## config.mk

```make
export PLATFORM = sky130hd
export DESIGN_NAME = tx_pkt_arbiter
export DESIGN_NICKNAME = d
export VERILOG_FILES = /design/src/rtl/global_types_pkg.sv /design/src/rtl/tx_pkt_arbiter_rr_pick.sv /design/src/rtl/tx_pkt_arbiter.sv
export SDC_FILE = /design/constraint.sdc
export NUM_CORES = 1
export LEC_CHECK = 0
export CORE_MARGIN = 3
export CORE_UTILIZATION = 35
export DETAILED_ROUTE_END_ITERATION = 10
export PLACE_DENSITY = 0.95
export SLEW_MARGIN = 20
export SYNTH_ARGS = -nofsm -noshare
export SYNTH_HDL_FRONTEND = slang
export SYNTH_SLANG_ARGS = --single-unit
```

## constraint.sdc

```tcl
create_clock -name sys_clk -period 4.4 [get_ports sys_clk]
set_input_delay 0.66 -clock sys_clk [delete_from_list [all_inputs] [get_ports sys_clk]]
set_output_delay 0.66 -clock sys_clk [all_outputs]
set_load 0.005 [all_outputs]
```

## src/rtl/global_types_pkg.sv

```systemverilog
// Shared types and constants for the MAC transmit path.
package global_types;

  localparam int AVST_DATA_W  = 32;
  localparam int AVST_EMPTY_W = 2;

  typedef enum logic {ARB_IDLE, ARB_GRANT} arb_state_t;

  // Add a small beat count to a 16-bit counter, clamping at all-ones.
  function automatic logic [15:0] sat_add16(input logic [15:0] a, input logic [3:0] b);
    logic [16:0] sum;
    sum = {1'b0, a} + 17'(b);
    return sum[16] ? 16'hFFFF : sum[15:0];
  endfunction

endpackage

```

## src/rtl/tx_pkt_arbiter_rr_pick.sv

```systemverilog
// Round-robin pick: first set request bit searching last+1, last+2, ... wrapping to last.
module rr_pick #(
  parameter  int N     = 2,
  localparam int IDX_W = $clog2(N)
) (
  input  logic [N-1:0]     req_i,
  input  logic [IDX_W-1:0] last_i,
  output logic             found_o,
  output logic [IDX_W-1:0] idx_o
);

  always_comb begin
    int p;
    // NOTE: every output gets a default before the search so no latch is inferred.
    found_o = 1'b0;
    idx_o   = '0;
    p       = 0;
    // Scan farthest-to-nearest so the closest request after last overrides the rest.
    for (int k = N; k >= 1; k--) begin
      p = (int'(last_i) + k) % N;
      if (req_i[IDX_W'(p)]) begin
        found_o = 1'b1;
        idx_o   = IDX_W'(p);
      end
    end
  end

endmodule

```

## src/rtl/tx_pkt_arbiter.sv

```systemverilog
// Packet-granular round-robin arbiter onto the single TSE transmit port; flushes orphan beats.
module tx_pkt_arbiter import global_types::*; #(
  parameter  int N       = 2,
  parameter  int DATA_W  = AVST_DATA_W,
  parameter  int EMPTY_W = AVST_EMPTY_W,
  localparam int IDX_W   = $clog2(N)
) (
  input  logic                 sys_clk,
  input  logic                 core_reset_n,
  input  logic [N*DATA_W-1:0]  in_data,
  input  logic [N-1:0]         in_sop,
  input  logic [N-1:0]         in_eop,
  input  logic [N*EMPTY_W-1:0] in_empty,
  input  logic [N-1:0]         in_valid,
  output logic [N-1:0]         in_ready,
  output logic [DATA_W-1:0]    out_data,
  output logic                 out_sop,
  output logic                 out_eop,
  output logic [EMPTY_W-1:0]   out_empty,
  output logic                 out_valid,
  input  logic                 out_ready,
  output logic [IDX_W-1:0]     grant_id,
  output logic                 busy,
  output logic [15:0]          drop_cnt
);

  arb_state_t       state_q, state_d;
  logic [IDX_W-1:0] grant_q, grant_d;
  logic [IDX_W-1:0] last_q, last_d;
  logic [15:0]      drop_cnt_q, drop_cnt_d;
  logic [N-1:0]     flush;
  logic [3:0]       drop_pop;
  logic             pick_found;
  logic [IDX_W-1:0] pick_idx;

  rr_pick #(.N(N)) u_pick (
    .req_i   (in_valid & in_sop),
    .last_i  (last_q),
    .found_o (pick_found),
    .idx_o   (pick_idx)
  );

  always_comb begin
    state_d    = state_q;
    grant_d    = grant_q;
    last_d     = last_q;
    out_data   = '0;
    out_sop    = 1'b0;
    out_eop    = 1'b0;
    out_empty  = '0;
    out_valid  = 1'b0;
    in_ready   = '0;
    flush      = '0;
    drop_pop   = '0;
    // Reset is folded in here so the combinational ready/flush path also drops at once.
    if (core_reset_n) begin
      for (int i = 0; i < N; i++) begin
        if (!(state_q == ARB_GRANT && grant_q == IDX_W'(i)) && in_valid[i] && !in_sop[i]) begin
          flush[i] = 1'b1;
        end
        drop_pop = drop_pop + 4'(flush[i]);
      end
      in_ready = flush;
      unique case (state_q)
        ARB_IDLE: begin
          if (pick_found) begin
            grant_d = pick_idx;
            state_d = ARB_GRANT;
          end
        end
        ARB_GRANT: begin
          out_data          = in_data[int'(grant_q)*DATA_W +: DATA_W];
          out_empty         = in_empty[int'(grant_q)*EMPTY_W +: EMPTY_W];
          out_sop           = in_sop[grant_q];
          out_eop           = in_eop[grant_q];
          out_valid         = in_valid[grant_q];
          in_ready[grant_q] = out_ready;
          if (out_valid && out_ready && out_eop) begin
            state_d = ARB_IDLE;
            last_d  = grant_q;
          end
        end
        default: state_d = ARB_IDLE;
      endcase
    end
    drop_cnt_d = sat_add16(drop_cnt_q, drop_pop);
  end

  always_ff @(posedge sys_clk or negedge core_reset_n) begin
    if (!core_reset_n) begin
      state_q    <= ARB_IDLE;
      grant_q    <= '0;
      last_q     <= IDX_W'(N - 1);
      drop_cnt_q <= '0;
    end else begin
      // NOTE: state registers use non-blocking assignment so all update together at the edge.
      state_q    <= state_d;
      grant_q    <= grant_d;
      last_q     <= last_d;
      drop_cnt_q <= drop_cnt_d;
    end
  end

  assign grant_id = grant_q;
  assign busy     = (state_q == ARB_GRANT);
  assign drop_cnt = drop_cnt_q;

endmodule

```

---- After elaboration in Yosys (flattened, before gate mapping) ----
Index checks and enable logic that the tools add are counted.
operators by class
  add/subtract/negate cells ............... 4
  order comparisons ....................... 4
  shift-type cells ........................ 2
  muxes and demuxes ....................... 38
  bitwise logic cells ..................... 3
  reductions and logical operators ........ 15
operator list
  kind                                                 number
  two-way mux 32 bit                                   2
  variable part select 64 x 7 -> 32 bit                1
  two-way mux 1 bit                                    27
  adder 16 x 4 -> 17 bit                               1
  two-way mux 16 bit                                   1
  two-way mux 2 bit                                    5
  logical AND 1 bit                                    9
  < comparator 1 x 3 -> 1 bit (second input constant)  2
  AND reduction 3 bit                                  2
  logical NOT 1 bit                                    4
  variable part select 4 x 3 -> 2 bit                  1
  adder 1 bit (second input constant)                  2
  adder 1 x 1 -> 2 bit                                 1
  bitwise mux 2 bit                                    1
  < comparator 1 x 2 -> 1 bit (second input constant)  1
  NOT 1 bit                                            2
  case mux 1 bit (2 select lines)                      1
  bitwise AND 1 bit                                    1
  demux 1 bit (select 1 bit)                           1
  >= comparator 1 bit (second input constant)          1
word-level totals
  bits in registers ....................... 19
  input bits .............................. 77
  output and inout port bits .............. 57
  logic and storage cells ................. 70

---- Longest topological paths before layout ----
Gate-level depths: netlist (run 1).
  word-level depth ........................ 11
  mapped depth ............................ 12
  gate-level depth less buffers ........... 11

---- Hierarchy ----
From an unflattened synthesis (run 1), not the netlist that was laid out.
unflattened totals
  cell total of the unflattened synthesis .. 196
  area total of the unflattened synthesis .. 1649.1 µm²
modules (own cells, without submodules)
  module          times used  cells an instance  area an instance (µm²)  sequential area each (µm²)
  tx_pkt_arbiter  1           194                1627.8                  476.7
  rr_pick         1           2                  21.3                    0.0

---- Worst setup path before layout (run 1) ----
OpenSTA, ideal clock, no wires.
  path type ............................... input -> register
  start ................................... input in_valid[1]
  end ..................................... register drop_cnt_q[14] (netlist: drop_cnt[14])
  arrival time ............................ 2.701 ns
  data required time ...................... 4.275 ns
  setup slack ............................. 1.574 ns
  cell stages on the path ................. 11
  buffers on the path ..................... 0
  cells stage by stage .................... inv_1 -> a211oi_1 -> ha_1 -> and2_1 -> ha_1 -> inv_1 -> fa_1 -> nand2b_1 -> nor4_4 -> nand3_1 -> mux2_4
on the way
  word-level cells in the longest chain between the ends .. 8
RTL lines
  item                            RTL line                source
  start: declaration              tx_pkt_arbiter.sv:14    input logic [N-1:0] in_valid,
  logical AND 1 bit (2 in a row)  tx_pkt_arbiter.sv:58    if (!(state_q == ARB_GRANT && grant_q == IDX_W'(i)) && in_valid[i] && !in_sop[i]) begin
  two-way mux 1 bit               tx_pkt_arbiter.sv:58
  two-way mux 1 bit               tx_pkt_arbiter.sv:56    if (core_reset_n) begin
  adder 1 x 1 -> 2 bit            tx_pkt_arbiter.sv:61    drop_pop = drop_pop + 4'(flush[i]);
  two-way mux 2 bit               tx_pkt_arbiter.sv:56
  adder 16 x 4 -> 17 bit          global_types_pkg.sv:12  sum = {1'b0, a} + 17'(b);
  two-way mux 16 bit              global_types_pkg.sv:13  return sum[16] ? 16'hFFFF : sum[15:0];
  named net drop_cnt_d[14]        tx_pkt_arbiter.sv:30    logic [15:0] drop_cnt_q, drop_cnt_d;
  end signal: assignment          tx_pkt_arbiter.sv:100   drop_cnt_q <= drop_cnt_d;
  end: declaration                tx_pkt_arbiter.sv:30
The timed path passes the listed nets, and every way through them passes these cells. The select of a mux whose other input is x is not followed.
A chain may end at the register's enable or synchronous reset.

---- Worst setup path in the final report (run 1) ----
  start ................................... input core_reset_n
  end ..................................... output out_data[9]
on the way
  word-level cells in the longest chain between the ends .. 1
RTL lines
  item                RTL line              source
  start: declaration  tx_pkt_arbiter.sv:9   input logic core_reset_n,
  two-way mux 32 bit  tx_pkt_arbiter.sv:56
  end: declaration    tx_pkt_arbiter.sv:16  output logic [DATA_W-1:0] out_data,
Every way passes these cells.

==> tab_implementation.tex, run 1 <==
\begin{tabular}{lr}
\hline
Metric & Value \\
\hline
\multicolumn{2}{l}{\textbf{Drt}} \\
Routed length per placed instance & 15.28 µm \\
Starting DRT DRC Count & 59 \\
Remaining number of nets flagged by the antenna check after routing & 0 \\
Detailed-route DRC error count & 0 \\
Number of vias per cell & 4.973 \\
Post-detailed-routing wire length & 5.713 mm \\
Detailed-route via count & 1860 \\
Number of optimization iterations in the first detailed-route pass & 4 \\
\multicolumn{2}{l}{\textbf{Clocking}} \\
Total setup buffers inserted after CTS & 0 \\
CTS tree & yes \\
Number of clock sinks & 19 \\
CTS H-tree lvls & 1 \\
Number of buffers inserted by hold repair at cts & 0 \\
Clock latency on the worst-skew pair & 0.26 ns \\
Clock tree root driver cell & sky130\_fd\_sc\_hd\_\_clkbuf\_8 \\
Cts bufs inserted & 3 \\
Clock-pin slew on the worst setup and hold paths & 0.07 ns \\
Maximum buffer depth of the clock tree & 2 \\
Post-cts resize count & 0 \\
\multicolumn{2}{l}{\textbf{STA}} \\
Number of hold violations in the final report & 0 \\
Fin. max-slew vios & 0 \\
Period minus WS final & 3.356 ns \\
Fmax & 0.2980 GHz \\
Worst slew margin relative to its limit & 0.5862 \\
Min Hold Slack & 0.5105 ns \\
Setup repair after global routing missed its margin & no \\
Final Skew & 0.003851 ns \\
Share of the clock period used by the worst path & 0.7627 \\
Worst setup slack after layout & 1.044 ns \\
Final setup violating endpoints & 0 \\
Transition time of the tightest slew-check pin & 0.6207 ns \\
Aggregate negative setup slack & 0 ns \\
\multicolumn{2}{l}{\textbf{Die}} \\
Die Wd & 73.75 µm \\
Initial cell density of the core & 0.3664 \\
Die Area & 5439 µm² \\
Top Ports & 134 \\
Number of rows created at floorplan & 24 \\
Height of the chip & 73.75 µm \\
Area of the placeable core & 4384 µm² \\
\multicolumn{2}{l}{\textbf{Global routing}} \\
Number of global-route vias before repair & 1827 \\
Maximum number of pins on one net before global-route repair & 42 \\
Overflow after GRT & 0 \\
Aggregate global-route resource usage & 0.2015 \\
Wire length of the first global-routing pass & 8.666 mm \\
Antenna violations before repair & 0 \\
\multicolumn{2}{l}{\textbf{Setup path}} \\
Cell breakdown of the critical path & clkdlybuf4s50\_1 -> buf\_4 -> nand2\_1 -> buf\_4 -> nor2\_1 -> clkdlybuf4s50\_1 \\
Worst endpoint required time & 3.74 ns \\
Maximum fanout encountered on the critical timing path & 21 \\
Critical R2R Launch & busy \\
Critical path arrival & 2.70 ns \\
Critical Path Max Stage Delay & 0.52 ns \\
Crit. End Element & output port \\
Top Family by Delay on Critical Path & buffers and inverters \\
Cell with the largest stage delay on the worst path & sky130\_fd\_sc\_hd\_\_clkdlybuf4s50\_1 \\
Critical path launch point type & primary input \\
CP Class & primary input to output port \\
Critical Path Source & core\_reset\_n \\
Crit path buf inv count & 4 \\
\multicolumn{2}{l}{\textbf{Power and ir drop}} \\
Static Leak & 1.443 nW \\
Worst VDD drop & 0.2630 mV \\
NetSw & 388.8 µW \\
Power share of the combinational group & 0.625 \\
Sw Ratio & 0.3625 \\
Areal power density over the cells & 353.4 nW/µm² \\
Clk pwr share & 0.114 \\
Pint & 683.9 µW \\
Relative contribution of sequential cells to total power & 0.260 \\
\multicolumn{2}{l}{\textbf{Place}} \\
Post-Place Setup Slack & 0.8836 ns \\
Final RePlAce weighted congestion & 0.8234 \\
DPL Wire Length & 4.704 mm \\
Buffers added on ports & 133 \\
DP Cell Count & 370 \\
\multicolumn{2}{l}{\textbf{Logic synthesis}} \\
Primary flip-flop cell chosen by synthesis mapping & sky130\_fd\_sc\_hd\_\_dfrtp\_1 \\
Post-synth design cell area & 1607 µm² \\
Post-Syn Area per Cell & 8.411 µm² \\
Post-Synthesis Cells & 191 \\
Number of synthesized flops with an enable pin & 0 \\
Share of synthesized registers carrying an async set or reset & 1.000 \\
Post-synthesis compound-gate area fraction & 0.06698 \\
Leading cell type by number of instances after synthesis & sky130\_fd\_sc\_hd\_\_nor2\_1 \\
Sequential cell area fraction in the yosys report & 0.2967 \\
Top cell type by total area after synthesis & sky130\_fd\_sc\_hd\_\_dfrtp\_1 \\
Synthesized net count & 272 \\
Largest cells by area after synthesis & sky130\_fd\_sc\_hd\_\_dfrtp\_1 (28\%), sky130\_fd\_sc\_hd\_\_mux2i\_1 (22\%), sky130\_fd\_sc\_hd\_\_nor2\_1 (9.8\%) \\
Synth Register Bits & 19 \\
Largest family of logic cells by synthesized area & simple AND/OR/NAND/NOR gates \\
Synth Area in Adders & 0.03583 \\
Xor and xnor area share after synthesis & 0.04907 \\
Number of distinct library cells after synthesis & 34 \\
Post-synthesis simple-gate area fraction & 0.2741 \\
Proportion of netlist area held by the largest area contributor & 0.2804 \\
Leading post-synthesis cells by instance count & sky130\_fd\_sc\_hd\_\_nor2\_1 (42), sky130\_fd\_sc\_hd\_\_mux2i\_1 (36), sky130\_fd\_sc\_hd\_\_nand2\_1 (19), sky130\_fd\_sc\_hd\_\_dfrtp\_1 (18), sky130\_fd\_sc\_hd\_\_nand3\_1 (9) \\
Fraction of synthesized area in multiplexers & 0.2336 \\
Number of synthesis warnings & 0 \\
\multicolumn{2}{l}{\textbf{Final layout}} \\
Layout cells sized above 1 & 0.04348 \\
Number of nets in the final layout & 404 \\
Inserted Diodes & 0 \\
Filler instances & 358 \\
Utilization after layout & 0.6924 \\
Layout Cells excl Fill & 374 \\
Area growth from synthesis to layout & 88.94\% \\
\multicolumn{2}{l}{\textbf{Hold path}} \\
Start point of the worst hold path & last\_q \\
Type of the most critical hold path & register to register \\
\multicolumn{2}{l}{\textbf{Outcome}} \\
Result of the run & complete, no violations \\
\multicolumn{2}{l}{\textbf{Job}} \\
Number of max-capacitance violations reported & 0 \\
\hline
\end{tabular}
## final timing paths
check / endpoint / slack [ns] / depth (start not counted)
worst max-delay path: out_data[9] / 1.04 / 6
min in group asynchronous: drop_cnt[10] / 0.73 / 2
worst min-delay path: last_q / 0.51 / 2
worst max register to register: drop_cnt[14] / 1.52 / 11
worst min register to register: last_q / 0.51 / 2
max in group asynchronous: last_q / 3.44 / 2
## metrics by stage
stage	power [mW]	area, µm²
after detailed placement	0.9571	2990
after CTS	1.084	3035
final	1.073	3035
after floorplan	0.5880	1607
after global placement	0.9406	2990
after global routing	1.156	3035
## worst reg2reg max path, delay by kind of cell (launching register included)
family                     cells  cell delay [ns]
AOI/OAI and AO/OA              1             0.23
DFF                            1             0.45
buffers and inverters          2             0.15
adders and majority gates      3             0.83
and+or+nand+nor                4             0.81
muxes                          1             0.31
## sequential cells by signal (all words and copies together) (netlist names)
name and flops:
drop_cnt 16, busy 1, grant_id 1, last_q 1
## metal layers
layer | routed length [µm] | vias up | track usage
met2 | 3154 | 71 | 0.3671
met3 | 379 | 8 | 0.04378
met5 | 0 | - | 0
li1 | - | 919 | -
met4 | 85 | 0 | 0.05835
met1 | 2093 | 862 | 0.2333
## placed cells by master, fill, tap and decap left out
| cell | n |
|---|---|
| sky130_fd_sc_hd__a211oi_1 | 1 |
| sky130_fd_sc_hd__a21o_1 | 1 |
| sky130_fd_sc_hd__a21oi_1 | 2 |
| sky130_fd_sc_hd__a2bb2oi_1 | 1 |
| sky130_fd_sc_hd__a311oi_1 | 1 |
| sky130_fd_sc_hd__a31o_2 | 1 |
| sky130_fd_sc_hd__a31oi_1 | 2 |
| sky130_fd_sc_hd__a41oi_1 | 1 |
| sky130_fd_sc_hd__and2_1 | 2 |
| sky130_fd_sc_hd__and4_1 | 2 |
| sky130_fd_sc_hd__buf_4 | 4 |
| sky130_fd_sc_hd__clkbuf_1 | 1 |
| sky130_fd_sc_hd__clkbuf_8 | 3 |
| sky130_fd_sc_hd__clkdlybuf4s50_1 | 133 |
| sky130_fd_sc_hd__dfrtp_1 | 17 |
| sky130_fd_sc_hd__dfrtp_2 | 1 |
| sky130_fd_sc_hd__dfstp_2 | 1 |
| sky130_fd_sc_hd__fa_1 | 1 |
| sky130_fd_sc_hd__ha_1 | 3 |
| sky130_fd_sc_hd__inv_1 | 7 |
| sky130_fd_sc_hd__mux2_4 | 1 |
| sky130_fd_sc_hd__mux2i_1 | 36 |
| sky130_fd_sc_hd__nand2_1 | 19 |
| sky130_fd_sc_hd__nand2b_1 | 2 |
| sky130_fd_sc_hd__nand3_1 | 9 |
| sky130_fd_sc_hd__nand4_1 | 5 |
| sky130_fd_sc_hd__nand4_4 | 1 |
| sky130_fd_sc_hd__nor2_1 | 42 |
| sky130_fd_sc_hd__nor2b_1 | 4 |
| sky130_fd_sc_hd__nor3_1 | 2 |
| sky130_fd_sc_hd__nor4_4 | 1 |
| sky130_fd_sc_hd__nor4b_2 | 1 |
| sky130_fd_sc_hd__o211a_1 | 1 |
| sky130_fd_sc_hd__o21a_1 | 2 |
| sky130_fd_sc_hd__o21ai_0 | 2 |
| sky130_fd_sc_hd__xnor2_1 | 2 |
| sky130_fd_sc_hd__xor2_1 | 7 |
## layout make-up
cell class              instances  area [µm²]  area share
clock buffers                   4       45.04     0.01484
flip-flops and latches         19       478.0      0.1575
inverters                       7       26.28    0.008656
well taps                      52       65.06     0.02143
repair buffers                137        1361      0.4485
multi-input cells             155        1060      0.3491
## power groups by stage
stage | Combinational [mW] | Clock, mW | Sequential (mW)
6_report | 0.671 | 0.123 | 0.279
2_1_floorplan | 0.326 | 0 | 0.262
3_5_place_dp | 0.675 | 0 | 0.282
5_1_grt | 0.734 | 0.135 | 0.287
4_1_cts | 0.679 | 0.127 | 0.278
3_3_place_gp | 0.660 | 0 | 0.281
## kinds of logic after synthesis
family | after synthesis
AO/OA/AOI/OAI | 15
XOR/XNOR | 9
adder cells (fa/ha/maj) | 4
buffers and inverters | 17
flip-flops | 19
multiplexers | 37
AND/OR/NAND/NOR | 90
(Power assumes the default switching activity.)
==> run 2, diff against run 1 <==
CORE_UTILIZATION = 29   (was 35)
PLACE_DENSITY = 0.85   (was 0.95)
clock period = 2.8 ns   (was 4.4 ns; I/O delays follow)
==> run 2 against run 1 <==
  * Worst hold slack gained 0.0021 ns
  * Sequential power grew 61%
  * Design area grew 4.7%
  * Critical path type unchanged
  * Clock skew grew 0.0024 ns
  * Clock power grew 49%
  * Clock-buffer cell count is the same
==> tab_implementation.tex, run 2 (synthesis gave the netlist of run 1 again) <==
\begin{tabular}{lr}
\hline
Metric & Value \\
\hline
\multicolumn{2}{l}{\textbf{STA}} \\
Period minus WS final & 2.658 ns \\
Transition time of the tightest slew-check pin & 0.6226 ns (+0.001863 ns) \\
Fin. max-slew vios & 0 (unchanged) \\
Final Skew & 0.006289 ns (+0.002438 ns) \\
Setup repair after global routing missed its margin & no \\
Share of the clock period used by the worst path & 0.9494 \\
Final setup violating endpoints & 0 (unchanged) \\
Number of hold violations in the final report & 0 (unchanged) \\
Worst slew margin relative to its limit & 0.5850 (-0.001242) \\
Fmax & 0.3762 GHz \\
Min Hold Slack & 0.5127 ns (+0.002145 ns) \\
\multicolumn{2}{l}{\textbf{Final layout}} \\
Number of nets in the final layout & 416 (+3.0\%) \\
Filler instances & 463 (+29\%) \\
Number of flip-flops in the largest register & 16 (unchanged) \\
Inserted Diodes & 0 (unchanged) \\
Final Cell Area & 3179 µm² (+4.7\%) \\
Layout cells sized above 1 & 0.09880 (+0.05532) \\
Most frequent cells in the layout & sky130\_fd\_sc\_hd\_\_clkdlybuf4s50\_1 (129), sky130\_fd\_sc\_hd\_\_nor2\_1 (42), sky130\_fd\_sc\_hd\_\_mux2i\_1 (36), sky130\_fd\_sc\_hd\_\_nand2\_1 (19) \\
Leading cell type in the layout, fill and taps excluded & sky130\_fd\_sc\_hd\_\_clkdlybuf4s50\_1 \\
Layout Cells excl Fill & 404 (+8.0\%) \\
Area growth from synthesis to layout & 97.90\% \\
\multicolumn{2}{l}{\textbf{Clocking}} \\
Maximum buffer depth of the clock tree & 2 (unchanged) \\
Cts bufs inserted & 3 (unchanged) \\
Number of clock sinks & 19 (unchanged) \\
Clock latency on the worst-skew pair & 0.25 ns (about the same) \\
Clock tree root driver cell & sky130\_fd\_sc\_hd\_\_clkbuf\_8 \\
Number of buffers inserted by hold repair at cts & 0 (unchanged) \\
Clock-pin slew on the worst setup and hold paths & 0.06 ns (about the same) \\
CTS tree & yes \\
CTS H-tree lvls & 1 (unchanged) \\
\multicolumn{2}{l}{\textbf{Global routing}} \\
Antenna violations before repair & 0 (unchanged) \\
Number of global-route vias before repair & 1800 (-1.5\%) \\
Maximum number of pins on one net before global-route repair & 42 (unchanged) \\
Aggregate global-route resource usage & 0.1712 (-0.03033) \\
Overflow after GRT & 0 (unchanged) \\
Wire length of the first global-routing pass & 8.838 mm (+2.0\%) \\
\multicolumn{2}{l}{\textbf{Drt}} \\
Routed length per placed instance & 14.81 µm (-3.1\%) \\
Number of optimization iterations in the first detailed-route pass & 4 (unchanged) \\
Detailed-route DRC error count & 0 (unchanged) \\
Detailed-route via count & 1877 (+0.91\%) \\
Remaining number of nets flagged by the antenna check after routing & 0 (unchanged) \\
Starting DRT DRC Count & 56 (-5.1\%) \\
Number of vias per cell & 4.646 (-6.6\%) \\
Post-detailed-routing wire length & 5.982 mm (+4.7\%) \\
\multicolumn{2}{l}{\textbf{Place}} \\
Placed inst area & 3095 µm² (+3.5\%) \\
Buffers added on ports & 133 (unchanged) \\
Final RePlAce weighted congestion & 0.8062 (-2.1\%) \\
DP Cell Count & 399 (+7.8\%) \\
DPL Wire Length & 4.973 mm (+5.7\%) \\
\multicolumn{2}{l}{\textbf{Power and ir drop}} \\
Clk pwr share & 0.106 (-0.008) \\
Relative contribution of sequential cells to total power & 0.260 (about the same) \\
Pint & 1.104 mW (+61\%) \\
Static Leak & 1.543 nW (+7.0\%) \\
Sw Ratio & 0.3586 (-0.003848) \\
Power share of the combinational group & 0.634 (+0.009) \\
Worst VDD drop & 0.4015 mV (+53\%) \\
NetSw & 617.2 µW (+59\%) \\
Areal power density over the cells & 541.3 nW/µm² (+53\%) \\
\multicolumn{2}{l}{\textbf{Setup path}} \\
Maximum fanout encountered on the critical timing path & 30 (+43\%) \\
Worst endpoint required time & 2.38 ns (-1.36 ns) \\
Critical path launch point type & primary input \\
Critical path arrival & 2.24 ns (-0.46 ns) \\
CP Class & primary input to output port \\
Crit. End Element & output port \\
\multicolumn{2}{l}{\textbf{Job}} \\
Number of max-capacitance violations reported & 0 (unchanged) \\
\multicolumn{2}{l}{\textbf{Hold path}} \\
Type of the most critical hold path & register to register \\
\multicolumn{2}{l}{\textbf{Die}} \\
Number of rows created at floorplan & 26 (+8.3\%) \\
Top Ports & 134 (unchanged) \\
Die Wd & 80.43 µm (+9.1\%) \\
Initial cell density of the core & 0.3067 (-0.05970) \\
Height of the chip & 80.43 µm (+9.1\%) \\
Area of the placeable core & 5238 µm² (+19\%) \\
Die Area & 6469 µm² (+19\%) \\
\multicolumn{2}{l}{\textbf{Outcome}} \\
Result of the run & complete, no violations \\
\hline
\end{tabular}
-- run 2: changes by cell type in the layout (fill, tap and decap cells not counted), sizes merged --
cell | previous run | this run
dlymetal6s2s | 0 | 4
clkdlybuf4s50 | 133 | 129
buf | 4 | 16
-- run 2: final timing paths --
path                              startpoint           end  slack [ns]  depth (start not counted)
worst min register to register        last_q        last_q        0.51                          2
worst min-delay path                  last_q        last_q        0.51                          2
min in group asynchronous       core_reset_n  drop_cnt[11]        0.57                          2
max in group asynchronous       core_reset_n        last_q        1.99                          2
worst max register to register      grant_id  drop_cnt[14]        0.16                         10
worst max-delay path            core_reset_n   out_data[7]        0.14                          6
-- run 2: cell type report --
cell class	count	area (µm²)	share of cell area
inverters	7	26.28	0.008264
clock buffers	4	45.04	0.01417
well taps	70	87.58	0.02755
multi-input cells	155	1080	0.3396
flip-flops and latches	19	479.2	0.1507
repair buffers	149	1461	0.4597
-- run 2: power by group through the flow --
| stage | registers [mW] | logic (mW) | clock network, mW |
|---|---|---|---|
| after floorplan | 0.411 | 0.513 | 0 |
| after global placement | 0.438 | 1.07 | 0 |
| after detailed placement | 0.441 | 1.09 | 0 |
| after CTS | 0.442 | 1.10 | 0.188 |
| after global routing | 0.459 | 1.19 | 0.205 |
| final | 0.448 | 1.09 | 0.183 |
-- run 2: timing repair --
item,4_1_cts,5_1_grt
setup buffers,0,1
pin swaps,3,5
gates resized for setup,2,9
setup endpoints to repair,6,18
-- run 2: routing by layer --
metal	global-route usage	wire, µm	part of all wire	vias to the layer above
li1	-	-	-	943
met1	0.2214	2415	0.40	871
met2	0.2906	3161	0.53	53
met3	0.03139	304	0.051	10
met4	0.04561	100	0.017	0
met5	0	0	0	-
-- run 2: critical path: stages --
cell and delay [ns]:
sky130_fd_sc_hd__clkdlybuf4s50_1 0.53, sky130_fd_sc_hd__buf_4 0.23, sky130_fd_sc_hd__nand2_1 0.12, sky130_fd_sc_hd__buf_4 0.25, sky130_fd_sc_hd__nor2_1 0.14, sky130_fd_sc_hd__clkdlybuf4s50_1 0.53
-- run 2: per-stage QoR --
step | power, mW | TNS [ns] | setup WS (ns) | util
after floorplan | 0.9241 | 0 | 0.01570 | -
after global placement | 1.509 | -2.950 | -0.3559 | 0.5910
after detailed placement | 1.528 | -4.003 | -0.4133 | 0.5910
after CTS | 1.726 | 0 | 0.05723 | 0.6020
after global routing | 1.854 | 0 | 0.0004832 | 0.6070
final | 1.721 | 0 | 0.1417 | 0.6070
==> run 3, diff against run 2 <==
CORE_UTILIZATION = 30   (was 29)
CTS_BUF_LIST = sky130_fd_sc_hd__clkbuf_2 sky130_fd_sc_hd__clkbuf_4 sky130_fd_sc_hd__clkbuf_8   (was unset)
PLACE_DENSITY = 0.88   (was 0.85)
==> run 3 against run 2 <==
  * Register-to-register slack worse by 0.09 ns
  * Maximum frequency down 2.5%
  * Critical path type is now register to register
  * Largest cell class unchanged
  * First-iteration DRC count decreased by 3.6%
==> tab_implementation.tex, run 3 (synthesis gave the netlist of run 1 again) <==
\begin{tabular}{lr}
\hline
Metric & Value \\
\hline
\multicolumn{2}{l}{\textbf{Die}} \\
Die Wd & 79.18 µm (-1.6\%) \\
Top Ports & 134 (unchanged) \\
Number of rows created at floorplan & 26 (unchanged) \\
Height of the chip & 79.18 µm (-1.6\%) \\
Area of the placeable core & 5140 µm² (-1.9\%) \\
Die Area & 6269 µm² (-3.1\%) \\
Initial cell density of the core & 0.3126 (+0.005824) \\
\multicolumn{2}{l}{\textbf{Power and ir drop}} \\
Post-layout total power & 1.775 mW (+3.1\%) \\
Worst VDD drop & 0.4483 mV (+12\%) \\
Static Leak & 1.554 nW (+0.72\%) \\
Areal power density over the cells & 552.8 nW/µm² (+2.1\%) \\
\multicolumn{2}{l}{\textbf{Setup path}} \\
Crit. End Element & register \\
Register-to-register path setup slack & 0.07 ns (-0.09 ns) \\
Terminus of the critical flop-to-flop path & drop\_cnt[14] \\
CP Class & register to register \\
Count of cells along the worst register-to-register path & 10 (unchanged) \\
Critical path launch point type & register \\
Critical path arrival & 2.87 ns (+0.63 ns) \\
Critical R2R Launch & grant\_id \\
Maximum fanout encountered on the critical timing path & 5 (-83\%) \\
Worst endpoint required time & 2.95 ns (+0.57 ns) \\
\multicolumn{2}{l}{\textbf{Drt}} \\
Detailed-route DRC error count & 0 (unchanged) \\
Number of vias per cell & 4.683 (+0.80\%) \\
Starting DRT DRC Count & 54 (-3.6\%) \\
Detailed-route via count & 1892 (+0.80\%) \\
Remaining number of nets flagged by the antenna check after routing & 0 (unchanged) \\
Post-detailed-routing wire length & 6.183 mm (+3.4\%) \\
Number of optimization iterations in the first detailed-route pass & 4 (unchanged) \\
Routed length per placed instance & 15.30 µm (+3.4\%) \\
\multicolumn{2}{l}{\textbf{STA}} \\
Aggregate negative setup slack & 0 ns (unchanged) \\
Final Skew & 0.003647 ns (-0.002642 ns) \\
Number of hold violations in the final report & 0 (unchanged) \\
Transition time of the tightest slew-check pin & 0.5009 ns (-0.1216 ns) \\
Period minus WS final & 2.728 ns (+0.06951 ns) \\
Worst slew margin relative to its limit & 0.6661 (+0.08110) \\
Final setup violating endpoints & 0 (unchanged) \\
Fmax & 0.3666 GHz (-2.5\%) \\
Share of the clock period used by the worst path & 0.9742 (+0.02482) \\
Fin. max-slew vios & 0 (unchanged) \\
Min Hold Slack & 0.5209 ns (+0.008227 ns) \\
Setup repair after global routing missed its margin & yes \\
\multicolumn{2}{l}{\textbf{Clocking}} \\
Number of clock sinks & 19 (unchanged) \\
Clock-pin slew on the worst setup and hold paths & 0.07 ns (about the same) \\
CTS tree & yes \\
Clock latency on the worst-skew pair & 0.26 ns (about the same) \\
Maximum buffer depth of the clock tree & 2 (unchanged) \\
Cts bufs inserted & 3 (unchanged) \\
Number of buffers inserted by hold repair at cts & 0 (unchanged) \\
Clock tree root driver cell & sky130\_fd\_sc\_hd\_\_clkbuf\_8 \\
CTS H-tree lvls & 1 (unchanged) \\
\multicolumn{2}{l}{\textbf{Place}} \\
Buffers added on ports & 133 (unchanged) \\
DP Cell Count & 399 (unchanged) \\
Final RePlAce weighted congestion & 0.7959 (-1.3\%) \\
DPL Wire Length & 4.934 mm (-0.78\%) \\
\multicolumn{2}{l}{\textbf{Final layout}} \\
Number of flip-flops in the largest register & 16 (unchanged) \\
Most frequent cells in the layout & sky130\_fd\_sc\_hd\_\_clkdlybuf4s50\_1 (129), sky130\_fd\_sc\_hd\_\_nor2\_1 (42), sky130\_fd\_sc\_hd\_\_mux2i\_1 (36), sky130\_fd\_sc\_hd\_\_nand2\_1 (19), sky130\_fd\_sc\_hd\_\_dfrtp\_1 (16) \\
Inserted Diodes & 0 (unchanged) \\
Utilization after layout & 0.6246 (+0.01761) \\
Area growth from synthesis to layout & 99.84\% \\
Layout Cells excl Fill & 404 (unchanged) \\
Leading cell type in the layout, fill and taps excluded & sky130\_fd\_sc\_hd\_\_clkdlybuf4s50\_1 \\
Layout cells sized above 1 & 0.1078 (+0.008982) \\
Number of nets in the final layout & 416 (unchanged) \\
\multicolumn{2}{l}{\textbf{Outcome}} \\
Result of the run & complete, no violations \\
\multicolumn{2}{l}{\textbf{Hold path}} \\
Worst Hold Path Cells & 2 (unchanged) \\
Type of the most critical hold path & register to register \\
Start point of the worst hold path & last\_q \\
Min-Delay Endpoint & last\_q \\
\multicolumn{2}{l}{\textbf{Global routing}} \\
Wire length of the first global-routing pass & 9.418 mm (+6.6\%) \\
Maximum number of pins on one net before global-route repair & 38 (-9.5\%) \\
Number of global-route vias before repair & 1922 (+6.8\%) \\
Aggregate global-route resource usage & 0.1898 (+0.01861) \\
Antenna violations before repair & 0 (unchanged) \\
Overflow after GRT & 0 (unchanged) \\
\multicolumn{2}{l}{\textbf{Job}} \\
Number of max-capacitance violations reported & 0 (unchanged) \\
\hline
\end{tabular}
run 3: cell counts in the layout (fill, tap and decap cells not counted):
Identical to the previous run, type by type.
run 3: worst max-delay path, cell delays in order (launching register included):
cell and delay [ns]:
sky130_fd_sc_hd__dfrtp_2 0.44, sky130_fd_sc_hd__o211a_1 0.26, sky130_fd_sc_hd__ha_1 0.29, sky130_fd_sc_hd__and2_4 0.15, sky130_fd_sc_hd__ha_4 0.13, sky130_fd_sc_hd__inv_2 0.04, sky130_fd_sc_hd__fa_2 0.38, sky130_fd_sc_hd__nand2b_4 0.16
sky130_fd_sc_hd__nor4_4 0.33, sky130_fd_sc_hd__nand3_2 0.13, sky130_fd_sc_hd__mux2_4 0.32
run 3: metrics by stage:
step           setup slack [ns]  area, µm²
2_1_floorplan           0.01570       1607
3_3_place_gp            -0.3942       3108
3_5_place_dp            -0.4455       3108
4_1_cts                 0.02337       3182
5_1_grt                -0.02512       3211
6_report                0.07216       3211
run 3: worst max path at each step:
| stage | from | endpoint | slack, ns |
|---|---|---|---|
| 6_report | grant_id | drop_cnt[14] | 0.07 |
| 5_1_grt | grant_id | drop_cnt[14] | -0.03 |
| 2_1_floorplan | grant_id | drop_cnt[14] | 0.02 |
| 4_1_cts | in_sop[0] | drop_cnt[14] | 0.02 |
| 3_5_place_dp | in_valid[1] | drop_cnt[14] | -0.45 |
| 3_3_place_gp | in_valid[1] | drop_cnt[14] | -0.39 |
run 3: where the power goes:
group          internal (mW)  switching, mW  leakage, nW
registers              0.342          0.106        0.238
logic                  0.680          0.444         1.29
clock network          0.111         0.0923       0.0262
total                   1.13          0.642         1.55
run 3: timing repair:
action,in CTS,in global routing
setup buffers,1,0
resized for setup,3,11
cloned,0,0
pin swaps,3,6
endpoints found under the setup margin,11,16
hold endpoints to repair,0,0
run 3: routing by layer:
metal,wire length (µm),global-route usage
met5,0,0
met4,135,0.05670
met3,332,0.05102
met2,3139,0.3148
met1,2576,0.2401
run 3: area by class of cell:
| cell class | count | area (µm²) |
|---|---|---|
| clock buffer | 4 | 48.80 |
| fill | 449 | 1929 |
| inverter | 7 | 26.28 |
| multi-input combinational | 155 | 1095 |
| sequential | 19 | 479.2 |
| tap | 70 | 87.58 |
| timing repair buffer | 149 | 1474 |
